$ cat src/rtl/sort_pkg.sv
// Shared types and defaults for the sort engine index-pair generator.
package sort_pkg;

  localparam int unsigned SIZE_ADDR_DEFAULT = 8;

  typedef enum logic [1:0] {
    IDLE = 2'd0,
    RUN  = 2'd1,
    DONE = 2'd2
  } state_e;

  typedef enum logic {
    MODE_SELECT = 1'b0,
    MODE_BUBBLE = 1'b1
  } mode_e;

endpackage

$ cat src/rtl/sort_pair_gen_if.sv
// Pair stream between the generator (master) and the compare/swap datapath (slave).
interface sort_pair_gen_if
  import sort_pkg::*;
#(
  parameter int unsigned SIZE_ADDR = SIZE_ADDR_DEFAULT
) ();

  logic                 o_valid;
  logic                 i_ready;
  logic [SIZE_ADDR-1:0] o_idx_a;
  logic [SIZE_ADDR-1:0] o_idx_b;
  logic [SIZE_ADDR-1:0] o_pass;
  logic                 o_row_last;
  logic                 i_swapped;

  modport master (
    output o_valid, o_idx_a, o_idx_b, o_pass, o_row_last,
    input  i_ready, i_swapped
  );

  modport slave (
    input  o_valid, o_idx_a, o_idx_b, o_pass, o_row_last,
    output i_ready, i_swapped
  );

endinterface

$ cat src/rtl/sort_loop_cnt.sv
// Loadable up-counter with enable and a terminal compare against a one-bit-wider limit.
module sort_loop_cnt
  import sort_pkg::*;
#(
  parameter int unsigned WIDTH = SIZE_ADDR_DEFAULT
) (
  input  logic             clk,
  input  logic             rst_n,
  input  logic             load,
  input  logic [WIDTH-1:0] load_val,
  input  logic             en,
  input  logic [WIDTH:0]   limit,
  output logic [WIDTH-1:0] cnt,
  output logic             at_limit
);

  logic [WIDTH-1:0] cnt_q, cnt_d;

  // Next count: load wins over increment.
  always_comb begin
    cnt_d = cnt_q;
    if (load) begin
      cnt_d = load_val;
    end else if (en) begin
      cnt_d = cnt_q + WIDTH'(1);
    end
  end

  // Counter register, synchronous active-low reset.
  always_ff @(posedge clk) begin
    if (!rst_n) begin
      cnt_q <= '0;
    end else begin
      cnt_q <= cnt_d;
    end
  end

  assign cnt      = cnt_q;
  // Widened compare so a limit near 2^WIDTH cannot alias.
  assign at_limit = ({1'b0, cnt_q} == limit);

endmodule

$ cat src/rtl/sort_pair_gen.sv
// Index-pair generator for in-place sort engines (SELECT triangular / BUBBLE adjacent loops).
// Define SORT_PAIR_EARLY_EXIT_EN to stop BUBBLE mode after a pass with no swaps.
module sort_pair_gen
  import sort_pkg::*;
#(
  parameter int unsigned SIZE_ADDR = SIZE_ADDR_DEFAULT,
  parameter int unsigned MODE_W    = 1
) (
  input  logic                 i_clk,
  input  logic                 i_rst_n,
  input  logic                 i_start,
  input  logic                 i_abort,
  input  logic [MODE_W-1:0]    i_mode,
  input  logic [SIZE_ADDR-1:0] i_num_elems,
  output logic                 o_busy,
  output logic                 o_done,
  sort_pair_gen_if.master      pair
);

  localparam int unsigned CW = SIZE_ADDR + 1;

  state_e               state_q, state_d;
  mode_e                mode_q;
  logic [SIZE_ADDR-1:0] n_q;
  logic                 done_q;
  logic [SIZE_ADDR-1:0] outer_cnt, inner_cnt, inner_load_val;
  logic [CW-1:0]        n_ext, outer_limit, inner_limit;
  logic                 outer_last, inner_last;
  logic                 start_go, start_bubble, run, accept, pass_end, sched_end, early_exit;
  logic                 outer_en, inner_load, inner_en;

  assign n_ext        = {1'b0, n_q};
  assign run          = (state_q == RUN);
  assign start_go     = (state_q == IDLE) && i_start && !i_abort;
  assign start_bubble = (i_mode == MODE_W'(MODE_BUBBLE));
  assign accept       = run && pair.i_ready && !i_abort;
  assign pass_end     = accept && inner_last;
  assign sched_end    = pass_end && (outer_last || early_exit);

  // Outer stops at N-2 in both modes; inner row end depends on the schedule shape.
  assign outer_limit = n_ext - CW'(2);
  assign inner_limit = (mode_q == MODE_BUBBLE) ? (n_ext - CW'(2) - {1'b0, outer_cnt})
                                               : (n_ext - CW'(1));

  assign outer_en   = pass_end && !sched_end;
  assign inner_load = start_go || outer_en;
  assign inner_en   = accept && !inner_last;

  // Inner restart value: first column of a new row/pass.
  always_comb begin
    inner_load_val = '0;
    if (start_go) begin
      inner_load_val = start_bubble ? '0 : SIZE_ADDR'(1);
    end else if (mode_q == MODE_SELECT) begin
      inner_load_val = outer_cnt + SIZE_ADDR'(2);
    end
  end

`ifdef SORT_PAIR_EARLY_EXIT_EN
  logic swap_seen_q;

  // Sticky per-pass swap flag; cleared at every pass start.
  always_ff @(posedge i_clk) begin
    if (!i_rst_n) begin
      swap_seen_q <= 1'b0;
    end else if (start_go || pass_end) begin
      swap_seen_q <= 1'b0;
    end else if (accept) begin
      swap_seen_q <= swap_seen_q | pair.i_swapped;
    end
  end

  assign early_exit = (mode_q == MODE_BUBBLE) && !(swap_seen_q || pair.i_swapped);
`else
  logic unused_swapped;
  assign unused_swapped = pair.i_swapped;
  assign early_exit     = 1'b0;
`endif

  sort_loop_cnt #(
    .WIDTH (SIZE_ADDR)
  ) u_outer_cnt (
    .clk      (i_clk),
    .rst_n    (i_rst_n),
    .load     (start_go),
    .load_val ({SIZE_ADDR{1'b0}}),
    .en       (outer_en),
    .limit    (outer_limit),
    .cnt      (outer_cnt),
    .at_limit (outer_last)
  );

  sort_loop_cnt #(
    .WIDTH (SIZE_ADDR)
  ) u_inner_cnt (
    .clk      (i_clk),
    .rst_n    (i_rst_n),
    .load     (inner_load),
    .load_val (inner_load_val),
    .en       (inner_en),
    .limit    (inner_limit),
    .cnt      (inner_cnt),
    .at_limit (inner_last)
  );

  // Next-state logic; abort beats handshake and start.
  always_comb begin
    state_d = state_q;
    unique case (state_q)
      IDLE: begin
        if (start_go) begin
          state_d = (i_num_elems < SIZE_ADDR'(2)) ? DONE : RUN;
        end
      end
      RUN: begin
        if (i_abort) begin
          state_d = IDLE;
        end else if (sched_end) begin
          state_d = DONE;
        end
      end
      DONE:    state_d = IDLE;
      default: state_d = IDLE;
    endcase
  end

  // State, latched configuration and registered done pulse.
  always_ff @(posedge i_clk) begin
    if (!i_rst_n) begin
      state_q <= IDLE;
      mode_q  <= MODE_SELECT;
      n_q     <= '0;
      done_q  <= 1'b0;
    end else begin
      state_q <= state_d;
      done_q  <= (state_q == DONE) && !i_abort;
      if (start_go) begin
        n_q    <= i_num_elems;
        mode_q <= start_bubble ? MODE_BUBBLE : MODE_SELECT;
      end
    end
  end

  assign pair.o_valid    = run;
  assign pair.o_idx_a    = !run ? '0 : ((mode_q == MODE_BUBBLE) ? inner_cnt : outer_cnt);
  assign pair.o_idx_b    = !run ? '0 : ((mode_q == MODE_BUBBLE) ? inner_cnt + SIZE_ADDR'(1)
                                                                : inner_cnt);
  assign pair.o_pass     = run ? outer_cnt : '0;
  assign pair.o_row_last = run && inner_last;
  assign o_busy          = (state_q != IDLE);
  assign o_done          = done_q;

endmodule

$ cat src/flat_wrapper.sv
// flat-port wrapper written by rule: the top's interface ports become plain ports
module sort_pair_gen_flat import sort_pkg::*;
#(
  parameter int unsigned SIZE_ADDR = SIZE_ADDR_DEFAULT,
  parameter int unsigned MODE_W    = 1
)
  (i_clk, i_rst_n, i_start, i_abort, i_mode, i_num_elems, o_busy, o_done, pair_o_valid, pair_o_idx_a, pair_o_idx_b, pair_o_pass, pair_o_row_last, pair_i_ready, pair_i_swapped);
  sort_pair_gen_if #(.SIZE_ADDR(SIZE_ADDR)) pair_i ();
  input  logic i_clk;
  input  logic i_rst_n;
  input  logic i_start;
  input  logic i_abort;
  input  logic [MODE_W-1:0] i_mode;
  input  logic [SIZE_ADDR-1:0] i_num_elems;
  output logic o_busy;
  output logic o_done;
  output wire logic [$bits(pair_i.o_valid)-1:0] pair_o_valid;
  output wire logic [$bits(pair_i.o_idx_a)-1:0] pair_o_idx_a;
  output wire logic [$bits(pair_i.o_idx_b)-1:0] pair_o_idx_b;
  output wire logic [$bits(pair_i.o_pass)-1:0] pair_o_pass;
  output wire logic [$bits(pair_i.o_row_last)-1:0] pair_o_row_last;
  input wire logic [$bits(pair_i.i_ready)-1:0] pair_i_ready;
  input wire logic [$bits(pair_i.i_swapped)-1:0] pair_i_swapped;
  assign pair_o_valid = pair_i.o_valid;
  assign pair_o_idx_a = pair_i.o_idx_a;
  assign pair_o_idx_b = pair_i.o_idx_b;
  assign pair_o_pass = pair_i.o_pass;
  assign pair_o_row_last = pair_i.o_row_last;
  assign pair_i.i_ready = pair_i_ready;
  assign pair_i.i_swapped = pair_i_swapped;
  sort_pair_gen #(.SIZE_ADDR(SIZE_ADDR), .MODE_W(MODE_W)) u_core (.i_clk(i_clk), .i_rst_n(i_rst_n), .i_start(i_start), .i_abort(i_abort), .i_mode(i_mode), .i_num_elems(i_num_elems), .o_busy(o_busy), .o_done(o_done), .pair(pair_i));
endmodule
$ cat config.mk
export PLATFORM = sky130hd
export DESIGN_NAME = sort_pair_gen_flat
export DESIGN_NICKNAME = d
export VERILOG_FILES = /design/src/rtl/sort_pkg.sv /design/src/rtl/sort_pair_gen_if.sv /design/src/rtl/sort_loop_cnt.sv /design/src/rtl/sort_pair_gen.sv /design/src/flat_wrapper.sv
export SDC_FILE = /design/constraint.sdc
export NUM_CORES = 1
export LEC_CHECK = 0
export ABC_AREA = 1
export BUFFER_PORTS_ARGS = -buffer_cell sky130_fd_sc_hd__buf_2
export CAP_MARGIN = 15
export CORE_ASPECT_RATIO = 2
export CORE_MARGIN = 5
export CORE_UTILIZATION = 55
export DETAILED_ROUTE_END_ITERATION = 8
export PLACE_DENSITY = 0.8
export RECOVER_POWER = 25
export SLEW_MARGIN = 20
export SYNTH_ARGS = -nofsm -noshare
export SYNTH_HDL_FRONTEND = slang
export SYNTH_SLANG_ARGS = --single-unit
$ cat constraint.sdc
create_clock -name i_clk -period 5.7 [get_ports i_clk]
set_clock_uncertainty 0.2 [all_clocks]
set_input_delay 0.285 -clock i_clk [delete_from_list [all_inputs] [get_ports i_clk]]
set_output_delay 0.285 -clock i_clk [all_outputs]
set_load 0.01 [all_outputs]
==> flow_metrics.env <==
export IMPL_diodes=0
export IMPL_tns_ps=0
export IMPL_vdd_ir_drop_max_mv=0.2116
export IMPL_cp_arrival_ps=3840
export IMPL_fin_crit_ps=3806
export IMPL_ios=43
export IMPL_cts_root_buf="clkbuf_8"
export IMPL_r2r_start="u_core.n_q[1]"
export IMPL_via_per_inst=5.733
export IMPL_worstHoldStart="i_num_elems[4]"
export IMPL_antenna_found_initial=0
export IMPL_fillers=525
export IMPL_postCtsHoldBufs=1
export IMPL_busiest_layer="met2"
export IMPL_layout_commonest_cell="nand2_1"
export IMPL_max_cap_viol_count=0
export IMPL_worstMarginPinSlew_ps=995.3
export IMPL_met2_usage_pct=49.25
export IMPL_finalWirelength_mm=9.013
export IMPL_syn_to_final_growth_pct=10.15
export IMPL_hold_end="u_core.n_q[4]"
export IMPL_finalSetupViolCount=0
export IMPL_reg2reg_slack_ps=1890
export IMPL_grtUsageMet1_pct=29.43
export IMPL_synth_cell_types=32
export IMPL_clk_path_buf_depth=2
export IMPL_reg2reg_to="u_core.u_inner_cnt.cnt[5]"
export IMPL_grt_pass1_wl_mm=14.76
export IMPL_vias=3325
export IMPL_end_kind="flop"
export IMPL_regArea_um2=560.5
export IMPL_nets=552
export IMPL_slew_headroom_pct=33.40
export IMPL_cts_resized=0
export IMPL_routedWlPerCell_um=15.54
export IMPL_die_x_um=60.99
export IMPL_synth_top_area_share_pct=19.60
export IMPL_worst_r2r_cell_count=21
export IMPL_postCtsSetupBuffers=0
export IMPL_worstSkewPairLatency_ps=280
export IMPL_holdPathStages=3
export IMPL_path_clk_slew_ps=100
export IMPL_worstPathMaxFanout=12
export IMPL_total_power_mw=0.6567
export IMPL_floorplan_initialDensity_pct=56.17
export IMPL_slew_viol_final=0
export IMPL_multi_input_area_mm2=0.001951
export IMPL_h_tree_depth=1
export IMPL_worst_setup_path_type="reg2reg"
export IMPL_core_area_mm2=0.005092
export IMPL_synth_top_cell_by_area="dfxtp_1"
export IMPL_grt_max_degree=38
export IMPL_syn_area_mm2=0.002860
export IMPL_fin_crit_sh_pct=66.77
export IMPL_p_leak_nw=1.559
export IMPL_status="complete, no violations"
export IMPL_final_util_pct=61.87
export IMPL_grt_usage_pct=28.10
export IMPL_cp_required_ps=5730
export IMPL_synth_avg_cell_area_um2=5.873
export IMPL_drcViolationCount=0
export IMPL_dieArea_mm2=0.006830
export IMPL_yosys_top_cells_area="dfxtp_1, nand2_1, nand3_1"
export IMPL_power_per_cell_area_mw_per_mm2=208.4
export IMPL_portBuffers=41
export IMPL_numCtsBuffers=3
export IMPL_cts_sinks=28
export IMPL_die_y_um=112.0
export IMPL_synth_seq_area_share_pct=19.60
export IMPL_drt_iter0_markers=156
export IMPL_final_hold_violation_count=0
export IMPL_cts_tree="yes"
export IMPL_ant_nets=0
export IMPL_first_pass_iters=5
export IMPL_final_cell_mix="nand2_1, inv_1, nor2_1"
export IMPL_grt_pass1_vias=3258
export IMPL_use_met3_pct=1.972
export IMPL_synthCells=487
export IMPL_synth_seq_cells=28
export IMPL_hold_worst_slack_ps=98.62
export IMPL_post_dp_hpwl_mm=7.288
export IMPL_drive_gt1_share_pct=14.37
export IMPL_start_kind="flop"
export IMPL_fmax_mhz=262.8
export IMPL_hold_path_class="in2reg"
export IMPL_yosysWarningCount=0
export IMPL_syn_num_nets=516
export IMPL_rsz0062_at_grt="no"
export IMPL_finalWeightedCongestion=0.9519
export IMPL_num_rows=37
export IMPL_overflow=0
-- cells in the mapped netlist, drive strengths merged --
master / count
a21oi: 42
nor4: 1
buf: 5
fa: 1
or2: 1
ha: 13
nor3: 9
inv: 75
o21bai: 1
nand3: 59
nand4: 6
nor2: 65
xor2: 16
o221ai: 1
clkbuf: 7
dfxtp: 28
nand2: 119
nand3b: 1
clkinv: 1
o21ai: 36
-- cell type report --
cell class,count,share of cell area (%)
Clock buffer,3,1.311
Inverter,76,9.055
Timing Repair Buffer,43,6.672
Sequential cell,28,17.79
Tap cell,58,2.303
Multi-Input combinational cell,371,61.91
Clock inverter,1,0.9531
-- metal layers --
metal  routed length (µm)  share of wire (%)
met1                 3172                 35
met2                 4748                 53
met3                  379                4.2
met4                  713                7.9
met5                    0                  0
-- worst max-delay path: stages, from the launching register on --
cell and delay (ps):
dfxtp_1 340, inv_1 150, ha_1 240, nand2_1 100, nor2_2 160, xor2_1 160, ha_1 300, nand2_1 150
inv_1 50, a21oi_1 170, nand3_1 110, nand3_2 100, inv_2 30, nor2_1 90, nand2_1 60, nor2_2 90
nand4_2 470, inv_2 310, nand2_2 140, nor2_1 160, nor2_1 70, nor2_1 70
-- state kept, by name, summed over array words and instances (netlist names) --
| name | count |
|---|---|
| u_core.n_q | 8 |
| u_core.u_outer_cnt.cnt | 8 |
| u_core.mode_q | 1 |
| u_core.o_done | 1 |
| u_core.state_q | 2 |
| u_core.u_inner_cnt.cnt | 8 |
-- metrics by stage --
stage               std cells  instance area [µm²]  setup WS (ps)
CTS                       580                 3163           1923
finish                    580                 3151           1894
detailed placement        575                 3082           1949
global placement          575                 3082           2019
global route              580                 3151           1528
floorplan                 487                 2860           2790
-- worst max path at each step --
stage | end | depth (start not counted) | slack (ps) | startpoint
2_1_floorplan | u_core.u_inner_cnt.cnt[2] | 21 | 2790 | u_core.n_q[1]
3_3_place_gp | u_core.u_inner_cnt.cnt[5] | 21 | 2020 | u_core.n_q[1]
3_5_place_dp | u_core.u_inner_cnt.cnt[5] | 21 | 1950 | u_core.n_q[1]
4_1_cts | u_core.u_inner_cnt.cnt[5] | 21 | 1920 | u_core.n_q[1]
5_1_grt | u_core.u_inner_cnt.cnt[5] | 21 | 1530 | u_core.n_q[1]
6_report | u_core.u_inner_cnt.cnt[5] | 21 | 1890 | u_core.n_q[1]
-- cell families (layout without fill, tap and decap cells) --
family | Yosys count | in the layout | synth area share, %
compound gates | 80 | 80 | 14.61
buf+inv | 88 | 123 | 12.20
xor+xnor | 16 | 16 | 4.899
fa+ha+maj | 14 | 14 | 6.387
flops | 28 | 28 | 19.60
simple gates | 261 | 261 | 42.30
-- power breakdown --
part | internal [mW] | leakage [nW] | switching, mW
Combinational | 0.0914 | 1.29 | 0.185
Clock | 0.0943 | 0.0357 | 0.0690
Sequential | 0.205 | 0.228 | 0.0120
Total | 0.390 | 1.56 | 0.266
Power figures use the tool's default switching activity.
